File: config.mk
export PLATFORM = sky130hd
export DESIGN_NAME = soc_imem_loader
export DESIGN_NICKNAME = d
export VERILOG_FILES = /design/src/rtl/soc_imem_loader.sv
export SDC_FILE = /design/constraint.sdc
export NUM_CORES = 1
export LEC_CHECK = 0
export CAP_MARGIN = 20
export CORE_MARGIN = 2
export CORE_UTILIZATION = 50
export DETAILED_ROUTE_END_ITERATION = 10
export DONT_BUFFER_PORTS = 1
export PLACE_DENSITY_LB_ADDON = 0.08
export SLEW_MARGIN = 20
export SYNTH_ARGS = -nofsm -noshare
export SYNTH_HDL_FRONTEND = slang
export SYNTH_SLANG_ARGS = --single-unit
File: constraint.sdc
create_clock -name clk -period 3.3 [get_ports clk]
set_input_delay 0.495 -clock clk [delete_from_list [all_inputs] [get_ports clk]]
set_output_delay 0.495 -clock clk [all_outputs]
set_load 0.02 [all_outputs]
File: src/rtl/soc_imem_loader.sv
// Boot/reload controller: parses a framed byte stream into little-endian 32-bit IMEM writes
// and holds the CPU in reset while an image is being loaded.
module soc_imem_loader #(
  parameter int unsigned IMEM_WORDS = 4096,
  parameter logic [29:0] BASE_WADDR = 30'h0,
  parameter int unsigned TIMEOUT    = 1000000,
  parameter bit          BOOT_HOLD  = 1'b0
) (
  input  logic        clk,
  input  logic        resetn,
  input  logic        rx_vld_i,
  input  logic [7:0]  rx_dat_i,
  output logic        rx_rdy_o,
  output logic        imem_we_o,
  output logic [29:0] imem_waddr_o,
  output logic [31:0] imem_wdat_o,
  output logic        cpu_rst_n_o,
  output logic        busy_o,
  output logic        done_o,
  output logic        err_o,
  output logic [15:0] words_loaded_o
);

  localparam int unsigned    CntW    = (TIMEOUT > 1) ? $clog2(TIMEOUT) : 1;
  localparam logic [CntW-1:0] CntLast = CntW'(TIMEOUT - 1);
  localparam logic [7:0]     Header  = 8'hA5;

  typedef enum logic [2:0] {StIdle, StLen0, StLen1, StData, StCsum, StErr} state_e;

  state_e          state_q;
  logic [15:0]     len_q;
  logic [1:0]      byte_cnt_q;
  logic [23:0]     asm_q;
  logic [7:0]      sum_q;
  logic [CntW-1:0] cnt_q;

  logic [15:0] len_n;
  logic        timeout;

  assign rx_rdy_o = 1'b1;
  assign len_n    = {rx_dat_i, len_q[7:0]};
  // Fires on the TIMEOUT-th consecutive idle cycle inside a frame.
  assign timeout  = !rx_vld_i && (cnt_q == CntLast);

  always_ff @(posedge clk) begin
    if (!resetn) begin
      state_q        <= StIdle;
      len_q          <= '0;
      byte_cnt_q     <= '0;
      asm_q          <= '0;
      sum_q          <= '0;
      cnt_q          <= '0;
      imem_we_o      <= 1'b0;
      imem_waddr_o   <= BASE_WADDR;
      imem_wdat_o    <= '0;
      cpu_rst_n_o    <= ~BOOT_HOLD;
      busy_o         <= 1'b0;
      done_o         <= 1'b0;
      err_o          <= 1'b0;
      words_loaded_o <= '0;
    end else begin
      imem_we_o <= 1'b0;
      done_o    <= 1'b0;

      if (rx_vld_i || state_q == StIdle || state_q == StErr) begin
        cnt_q <= '0;
      end else if (cnt_q != CntLast) begin
        cnt_q <= cnt_q + 1'b1;
      end

      unique case (state_q)
        StIdle: begin
          if (rx_vld_i && rx_dat_i == Header) begin
            state_q        <= StLen0;
            cpu_rst_n_o    <= 1'b0;
            busy_o         <= 1'b1;
            err_o          <= 1'b0;
            words_loaded_o <= '0;
            sum_q          <= '0;
            byte_cnt_q     <= '0;
          end
        end
        StLen0: begin
          if (timeout) begin
            state_q <= StErr;
            err_o   <= 1'b1;
            busy_o  <= 1'b0;
          end else if (rx_vld_i) begin
            len_q[7:0] <= rx_dat_i;
            state_q    <= StLen1;
          end
        end
        StLen1: begin
          if (timeout || (rx_vld_i && {16'h0, len_n} > IMEM_WORDS)) begin
            state_q <= StErr;
            err_o   <= 1'b1;
            busy_o  <= 1'b0;
          end else if (rx_vld_i) begin
            len_q   <= len_n;
            state_q <= (len_n == 16'd0) ? StCsum : StData;
          end
        end
        StData: begin
          // A partial word is simply dropped when the timeout fires.
          if (timeout) begin
            state_q <= StErr;
            err_o   <= 1'b1;
            busy_o  <= 1'b0;
          end else if (rx_vld_i) begin
            sum_q      <= sum_q + rx_dat_i;
            byte_cnt_q <= byte_cnt_q + 2'd1;
            asm_q      <= {rx_dat_i, asm_q[23:8]};
            if (byte_cnt_q == 2'd3) begin
              imem_we_o      <= 1'b1;
              imem_waddr_o   <= BASE_WADDR + 30'(words_loaded_o);
              imem_wdat_o    <= {rx_dat_i, asm_q};
              words_loaded_o <= words_loaded_o + 16'd1;
              if (words_loaded_o == len_q - 16'd1) begin
                state_q <= StCsum;
              end
            end
          end
        end
        StCsum: begin
          if (timeout || (rx_vld_i && rx_dat_i != sum_q)) begin
            state_q <= StErr;
            err_o   <= 1'b1;
            busy_o  <= 1'b0;
          end else if (rx_vld_i) begin
            state_q     <= StIdle;
            done_o      <= 1'b1;
            cpu_rst_n_o <= 1'b1;
            busy_o      <= 1'b0;
          end
        end
        StErr: begin
          state_q <= StIdle;
        end
        default: begin
          state_q <= StIdle;
        end
      endcase
    end
  end

endmodule

Word-level counts from Yosys, hierarchy flattened. Cells that the tools add are included.

$add $sub $neg: 5. Order comparisons: 1. Eq/ne operators: 26. Multiplexer cells: 46. Bitwise gates (word level): 7. Reduce and logical (&&, ||, !) cells: 28.

Operator list (number): $mux W16 (4); $mux W8 (6); $mux W3 (12); $pmux W16 S2 (1); $pmux W8 S2 (2); $add A20 B1 Y20 const B (1); $eq A20 B20 Y1 const B (1); $ne A20 B20 Y1 const B (1); $ne A3 B3 Y1 const B (6); $add A16 B1 Y16 const B (1); $eq A16 B16 Y1 (1); $gt A16 B13 Y1 const B (1); $logic_not A16 Y1 (1); $reduce_and A4 Y1 (4); $sub A16 B1 Y16 const B (1); $pmux W3 S5 (1); $reduce_and A5 Y1 (3); $ne A2 B2 Y1 const B (7); $mux W1 (13); $add A8 B8 Y8 (1); $eq A8 B8 Y1 const B (1); $ne A8 B8 Y1 (1); $pmux W1 S4 (2); $not A1 Y1 (7); 20 further kinds (34).

Register bits after elaboration: 142. Bits of input ports: 11. Output and inout port bits: 84. Word-level logic and storage cells: 128.

Depth between registers and ports, before layout. Gate-level depths: netlist of run 1.

Depth in word-level cells: 7. Mapped depth: 10. Gate-level depth less buffers: 9.

Least setup slack after synthesis of run 1. No wires, ideal clock.

Kind: register -> register. Start point: reg len_q[0]. End point: reg state_q[0]. Library setup time: 0.126 ns. Arrival time: 2.178 ns. Required time: 3.174 ns. Path slack: 0.996 ns. Stages on the path, launching flop included: 10. Path buffers: 1. Period minus slack after synthesis: 2.304 ns. Cells stage by stage: dfxtp_1 > inv_1 > ha_1 > buf_2 > xnor2_1 > nand2_1 > or4b_2 > a221oi_2 > a32oi_2 > mux2i_1.

Longest elaborated chain between the ends: 5. Elaborated cells on any way between the ends: 13. Those cells by class: add/sub (1); order compare (1); eq/ne (3); mux (4); reduce/logical (4).

Ends and longest elaborated chain: start, declared (line 31) `logic [15:0] len_q;`; start signal, assigned (line 89) `len_q[7:0] <= rx_dat_i;`; start signal, assigned (line 99) `len_q <= len_n;`; parallel branches: the longest is 5 deep, another holds $sub A16 B1 Y16; end signal, assigned (line 90) `state_q <= StLen1;`; end signal, assigned (line 95) `state_q <= StErr;`; end signal, assigned (line 100) `state_q <= (len_n == 16'd0) ? StCsum : StData;`; end, declared (line 30) `state_e state_q;`.

Several ways; the timed one is not identified. The select of a mux whose other input is x is not followed. A chain may end at the register's enable or synchronous reset.

Worst setup path in the final report of run 1.
Start point: reg len_q[0]. End point: reg state_q[1].

The elaborated chain is that of the path after synthesis.

==> results.yml, run 1 <==
outcome:
  status: "finished clean"
sta:
  finalCritPeriodShare_pct: 79.2
  tightest_slew_ns: 0.859
  fmax_mhz: 383
  rsz0062_at_grt: "no"
  fin_skew_ns: 0.0100
  setup_slack_ns: 0.686
  slew_viol_final: 0
  slew-limit-headroom_pct: 42.6
  hold_viol_final: 0
  fin_hold_ws_ns: 0.176
  final.min_clock_period_ns: 2.61
  setup_viol: 0
  setup_tns_ns: 0
logic_synthesis:
  synth.top_cell.area_share_pct: 41.9
  synth_fa_ha_area_share_pct: 2.51
  ys.flop_type: "dfxtp_1"
  synth_warnings: 0
  netlist_top_cells_area: "dfxtp_1 42%, nand2_1 11%, a21boi_0 9.6%"
  synth_common_cells: "195 x nand2_1, 142 x dfxtp_1, 87 x a21boi_0, 47 x nor2_1, 46 x clkbuf_1"
  yosys.area_share.xor_xnor_pct: 7.10
  ys_ff_latch: 142
  synth_edf_count: 0
  synthMuxAreaShare_pct: 1.18
  synth_cell_types: 58
  syn_inst: 830
  syn_area_mm2: 0.00678
  synth_sequential_area_ratio_pct: 41.9
  synth.avg_cell_area_um2: 8.17
  synth.largest_area_cell: "dfxtp_1"
  synth-simple-area-share_pct: 24.6
  yosysMostFrequentCell: "nand2_1"
  synth_top_family_by_area: "simple AND/OR/NAND/NOR gates"
  synthArstFlopShare_pct: 0
  synth_compound_area_share_pct: 17.1
critical_path:
  start_kind: "flip-flop"
  critical_path_class: "flip-flop to flip-flop"
  path_delay_family: "compound AO/OA/AOI/OAI gates"
  worstPathMaxFanout: 10
  critPathRequiredTime_ns: 3.59
  cp.buffers_inverters: 2
  timing.rr.start: "len_q[0]"
  r2r_end: "state_q[1]"
  r2r_slack_ns: 0.69
  crit_slowest_cell: "or4_1"
  cpPeakStageDelay_ns: 0.53
  critical_path.cell_chain: "inv_1 > ha_1 > inv_1 > or4_1 > a21oi_1 > nor3_1 > a221oi_2 > a32oi_2 > mux2i_1"
  crit_top_cell: "inv_1"
  r2r_cells: 9
  crit_arrival_ns: 2.91
  critPathCaptureType: "flip-flop"
pwr:
  ir_worst_vdd_uv: 265
  p_per_area_mw_per_mm2: 524
  p_leak_nw: 2.56
  total_power_mw: 3.87
grt:
  globalRouteOverflowTotal: 0
  grtUsageTotal_pct: 22.7
  grt_first_pass_wirelength_um: 26200
  grt_max_degree: 111
  antenna_found_initial: 0
  grt_pass1_vias: 5183
cells_and_area:
  antenna_cells: 0
  syn2layout_area_growth_pct: 8.80
  nets: 825
  drive_gt1_share_pct: 5.54
  fin_util_pct: 55.7
clock_tree:
  post_cts_buffers: 0
  root_buffer: "clkbuf_16"
  cts_tree: "yes"
  numCtsBuffers: 17
  clock_latency_ns: 0.43
  cts_sinks: 142
  clk_path_buf_depth: 2
  ctsHoldBuffers: 0
  clkTransAtPathRegs_ns: 0.06
  postCtsResizedCells: 0
  cts_htree_levels: 4
die:
  io_pins: 95
  rows: 42
  core_mm2: 0.0132
  die_w_um: 120
  fp.dieH_um: 120
  start_util_pct: 51.2
  die_area_mm2: 0.0145
run:
  max-cap-violations: 0
drt:
  via_per_inst: 5.51
  drc: 0
  wire_per_inst_um: 16.2
  routed_wirelength_um: 16000
  first_pass_iters: 5
  vias: 5446
  drtIter0Drc: 396
  antenna_left: 0
hold_path:
  whs_endpoint: "cpu_rst_n_o"
  whs_path_depth: 1
  worstHoldStart: "resetn"
  hold_class: "input pin to flip-flop"
place:
  port_buffers: 0
  place.gp.congestion: 0.902
  place_ws_ns: 0.739
  hpwl_um: 10900
[logic make-up (layout without fill, tap and decap cells)]
logic type	Yosys count	count (layout)
fa+ha+maj	13	13
buf+inv	82	51
mux	8	8
compound gates	163	163
flops	142	142
simple gates	365	365
other cells	2	15
xor+xnor	55	55
[power breakdown]
part,leakage (nW),switching (mW),internal [mW]
clock,0.283,0.726,1.17
combinational,1.14,0.128,0.0975
sequential,1.14,0.0221,1.73
total,2.56,0.876,2.99
[layout make-up]
type / instances / area [um^2]
clock buffers: 22 / 474
clock inverters: 8 / 108
fillers: 1269 / 5860
inverters: 14 / 52.6
multi-input cells: 619 / 3630
flip-flops and latches: 142 / 2840
well taps: 176 / 220
repair buffers: 7 / 52.6
[how the worst max path moves through the flow]
stage	from	end	slack (ns)	cells past startpoint
finish	len_q[0]	state_q[1]	0.69	9
global route	len_q[0]	state_q[0]	0.45	9
CTS	len_q[0]	state_q[1]	0.71	9
detailed placement	len_q[0]	state_q[1]	0.74	9
global placement	len_q[0]	state_q[0]	0.81	8
floorplan	len_q[0]	state_q[0]	1.0	9
[state kept, by name, indices dropped and copies added (netlist names)]
| register | flops |
|---|---|
| cnt_q | 20 |
| imem_wdat_o | 32 |
| busy_o | 1 |
| imem_we_o | 1 |
| err_o | 1 |
| words_loaded_o | 16 |
| asm_q | 24 |
| cpu_rst_n_o | 1 |
| imem_waddr_o | 16 |
| byte_cnt_q | 2 |
| sum_q | 8 |
| done_o | 1 |
| state_q | 3 |
| len_q | 16 |
[worst register-to-register path, delay by kind of cell, from the launching register on]
family	cells	cell delay, ns
mux	1	0.15
fa+ha+maj	1	0.43
flops	1	0.35
simple gates	2	0.62
compound gates	3	0.64
buf+inv	2	0.30
[layout by cell type, fill, tap and decap left out, drive strengths merged, types with 4 or more instances in the layout]
master   synthesis  final
nand2          195    195
or3             10     10
o2111ai          4      4
and3            14     14
a21boi          87     87
mux2i            8      8
nor3            14     14
nor2            47     47
buf             22      7
clkinv           0      4
nand3           29     29
a21oi           20     20
clkbuf          46     22
inv             14     15
nand4            8      8
nor2b           10     10
dfxtp          142    142
and2            10     10
xor2            28     28
conb             2     15
o21ai           19     19
o22ai            4      4
nand3b           4      4
xnor2           27     27
ha              12     12
[layer usage]
metal	share of wire, %	vias up	GRT usage, %
met5	0	-	0
met4	2.0	0	8.65
met3	5.7	23	5.85
met2	48	143	37.6
met1	44	2560	28.2
li1	-	2720	-
[metrics by stage]
stage | cells | area, um^2
4_1_cts | 988 | 7380
6_report | 988 | 7380
3_3_place_gp | 958 | 6800
3_5_place_dp | 958 | 6800
2_1_floorplan | 843 | 6830
5_1_grt | 988 | 7380
Note: power is estimated with default switching activity, not from simulation.
==> run 2, diff against run 1 <==
==> constraint.sdc (replaced) <==
create_clock -name clk -period 2.3 [get_ports clk]
set_input_delay 0.345 -clock clk [delete_from_list [all_inputs] [get_ports clk]]
set_output_delay 0.345 -clock clk [all_outputs]
set_load 0.02 [all_outputs]
==> run 2 against run 1 <==
Effect of this change: the run now ends with negative setup slack left; via count rose by 3.0%; largest cell class unchanged; clock power is 42% higher; clock-buffer cell count is 3 lower; critical path type unchanged; largest power group unchanged; sequential power grew 43%; highest routed layer unchanged; critical path depth fell by 1; sequential cell count did not move; non-clock buffer count grew 44; hold slack worse by 0.15 ns; register-to-register slack lost 0.74 ns; die area did not move; utilization is 3.2 points higher; setup slack lost 0.74 ns.
==> results.yml, run 2 (synthesized netlist as in run 1, its figures left out) <==
cells_and_area:
  n_fill_cell: 1247
  largestRegisters: "imem_wdat_o (32), asm_q (24), cnt_q (20)"
  final_cell_mix: "194 x nand2_1, 140 x dfxtp_1, 87 x a21boi_0"
  nets: 869
  antenna_cells: 0
  largest_reg_flops: 32
  syn2layout_area_growth_pct: 15.1
  final_common_cell: "nand2_1"
  regMostFlops: "imem_wdat_o"
  drive_gt1_share_pct: 12.5
  finalNonFillerCells: 1033
grt:
  grt_max_degree: 111
  globalRouteOverflowTotal: 0
  antenna_found_initial: 0
  grt_first_pass_wirelength_um: 27100
  grtUsageTotal_pct: 23.6
  grt_pass1_vias: 5402
die:
  fp.dieH_um: 120
  die_area_mm2: 0.0145
  core_mm2: 0.0132
  start_util_pct: 51.2
  die_w_um: 120
  io_pins: 95
  rows: 42
critical_path:
  crit_arrival_ns: 2.69
  cpPeakStageDelay_ns: 0.56
  start_kind: "flip-flop"
  worstPathMaxFanout: 4
  critPathRequiredTime_ns: 2.63
  critical_path.cell_chain: "or4_4 > buf_6 > a211o_1 > a31oi_1 > o31ai_1 > and3_1 > a32oi_2 > mux2i_1"
  critical_path_class: "flip-flop to flip-flop"
  crit_slowest_cell: "or4_4"
  path_delay_family: "compound AO/OA/AOI/OAI gates"
  cp.buffers_inverters: 1
  critPathCaptureType: "flip-flop"
pwr:
  cell_internal_pwr_mw: 4.30
  p_per_area_mw_per_mm2: 718
  ir_worst_vdd_uv: 590
  seq_power_share_pct: 44.6
  p_leak_nw: 2.78
  clockPowerShare_pct: 47.8
  p_comb_share_pct: 7.6
  power_switching_mw: 1.30
  swShare_pct: 23.2
  total_power_mw: 5.60
drt:
  drc: 0
  vias: 5608
  routed_wirelength_um: 16900
  antenna_left: 0
  drtIter0Drc: 338
  via_per_inst: 5.43
  first_pass_iters: 7
  wire_per_inst_um: 16.4
clock_tree:
  cts_sinks: 142
  numCtsBuffers: 17
  clk_path_buf_depth: 2
  cts_tree: "yes"
  cts_htree_levels: 4
  ctsHoldBuffers: 0
  root_buffer: "clkbuf_16"
  clock_latency_ns: 0.42
  clkTransAtPathRegs_ns: 0.06
outcome:
  violations: "negative setup slack"
  status: "complete, but fails checks"
sta:
  fin_skew_ns: 0.00938
  setup_slack_ns: -0.0543
  slew_viol_final: 0
  final.min_clock_period_ns: 2.35
  setup_viol: 2
  fmax_mhz: 425
  finalCritPeriodShare_pct: 102
  tightest_slew_ns: 0.515
  hold_viol_final: 0
  rsz0062_at_grt: "yes"
  slew-limit-headroom_pct: 65.6
  setup_tns_ns: -0.0671
place:
  place.gp.congestion: 0.846
  port_buffers: 0
  dp.cells: 997
  hpwl_um: 11700
  place_ws_ns: -0.115
hold_path:
  hold_class: "input pin to flip-flop"
run:
  max-cap-violations: 0
## run 2: cell types whose count changed in the layout (fill, tap and decap cells not counted), moves of 2 or more
| cell | previous run | this run |
|---|---|---|
| buf_4 | 7 | 50 |
| nor3_1 | 14 | 9 |
| clkinvlp_4 | 1 | 5 |
| nor3_2 | 0 | 3 |
| or4_1 | 3 | 0 |
| or4_4 | 0 | 3 |
| clkbuf_8 | 3 | 1 |
| dfxtp_1 | 142 | 140 |
| nor3_4 | 0 | 2 |
## run 2: what timing repair did
action	4_1_cts	5_1_grt
pin swaps	6	7
setup buffers	2	3
endpoints found under the setup margin	3	6
gates resized for setup	19	4
## run 2: worst reg2reg max path: stages (launching register included)
cell     delay (ns)
dfxtp_1        0.31
or4_4          0.56
buf_6          0.15
a211o_1        0.23
a31oi_1        0.19
o31ai_1        0.10
and3_1         0.16
a32oi_2        0.31
mux2i_1        0.27
## run 2: final timing paths
kind	cells past startpoint	slack, ns	from	to
hold / removal	1	0.02	resetn	cpu_rst_n_o
hold reg to reg	2	0.46	asm_q[6]	asm_q[6]
setup / recovery	8	-0.05	len_q[7]	state_q[0]
setup reg to reg	8	-0.05	len_q[7]	state_q[0]
## run 2: layout make-up
cell class	count	area (um^2)	area share, %
clock buffers	19	443	5.68
clock inverters	12	138	1.76
inverters	14	52.6	0.674
multi-input cells	619	3710	47.6
flip-flops and latches	142	2850	36.5
well taps	176	220	2.82
repair buffers	51	387	4.96
## run 2: metrics by stage
step	util (%)	hold WS (ns)	cell area, um^2
final	58.9	0.0223	7800
after global routing	58.9	0.0132	7800
after CTS	58.6	0.000817	7750
after detailed placement	53.5	0.438	7090
after global placement	53.5	0.440	7090
after floorplan	-	0.441	6830
## run 2: metal layers
layer  part of all wire [%]  vias to the layer above  track usage, %
met5                      0                        -               0
met4                    1.6                        0            9.01
met3                    6.1                       23            6.98
met2                     50                      152            40.6
met1                     43                     2620            27.7
li1                       -                     2813               -
## run 2: power by group through the flow
stage / registers [mW] / clock network [mW] / logic (mW)
detailed placement: 2.55 / 0 / 0.368
finish: 2.50 / 2.68 / 0.425
CTS: 2.50 / 2.74 / 0.403
floorplan: 2.55 / 0 / 0.321
global placement: 2.55 / 0 / 0.362
global route: 2.50 / 2.82 / 0.464
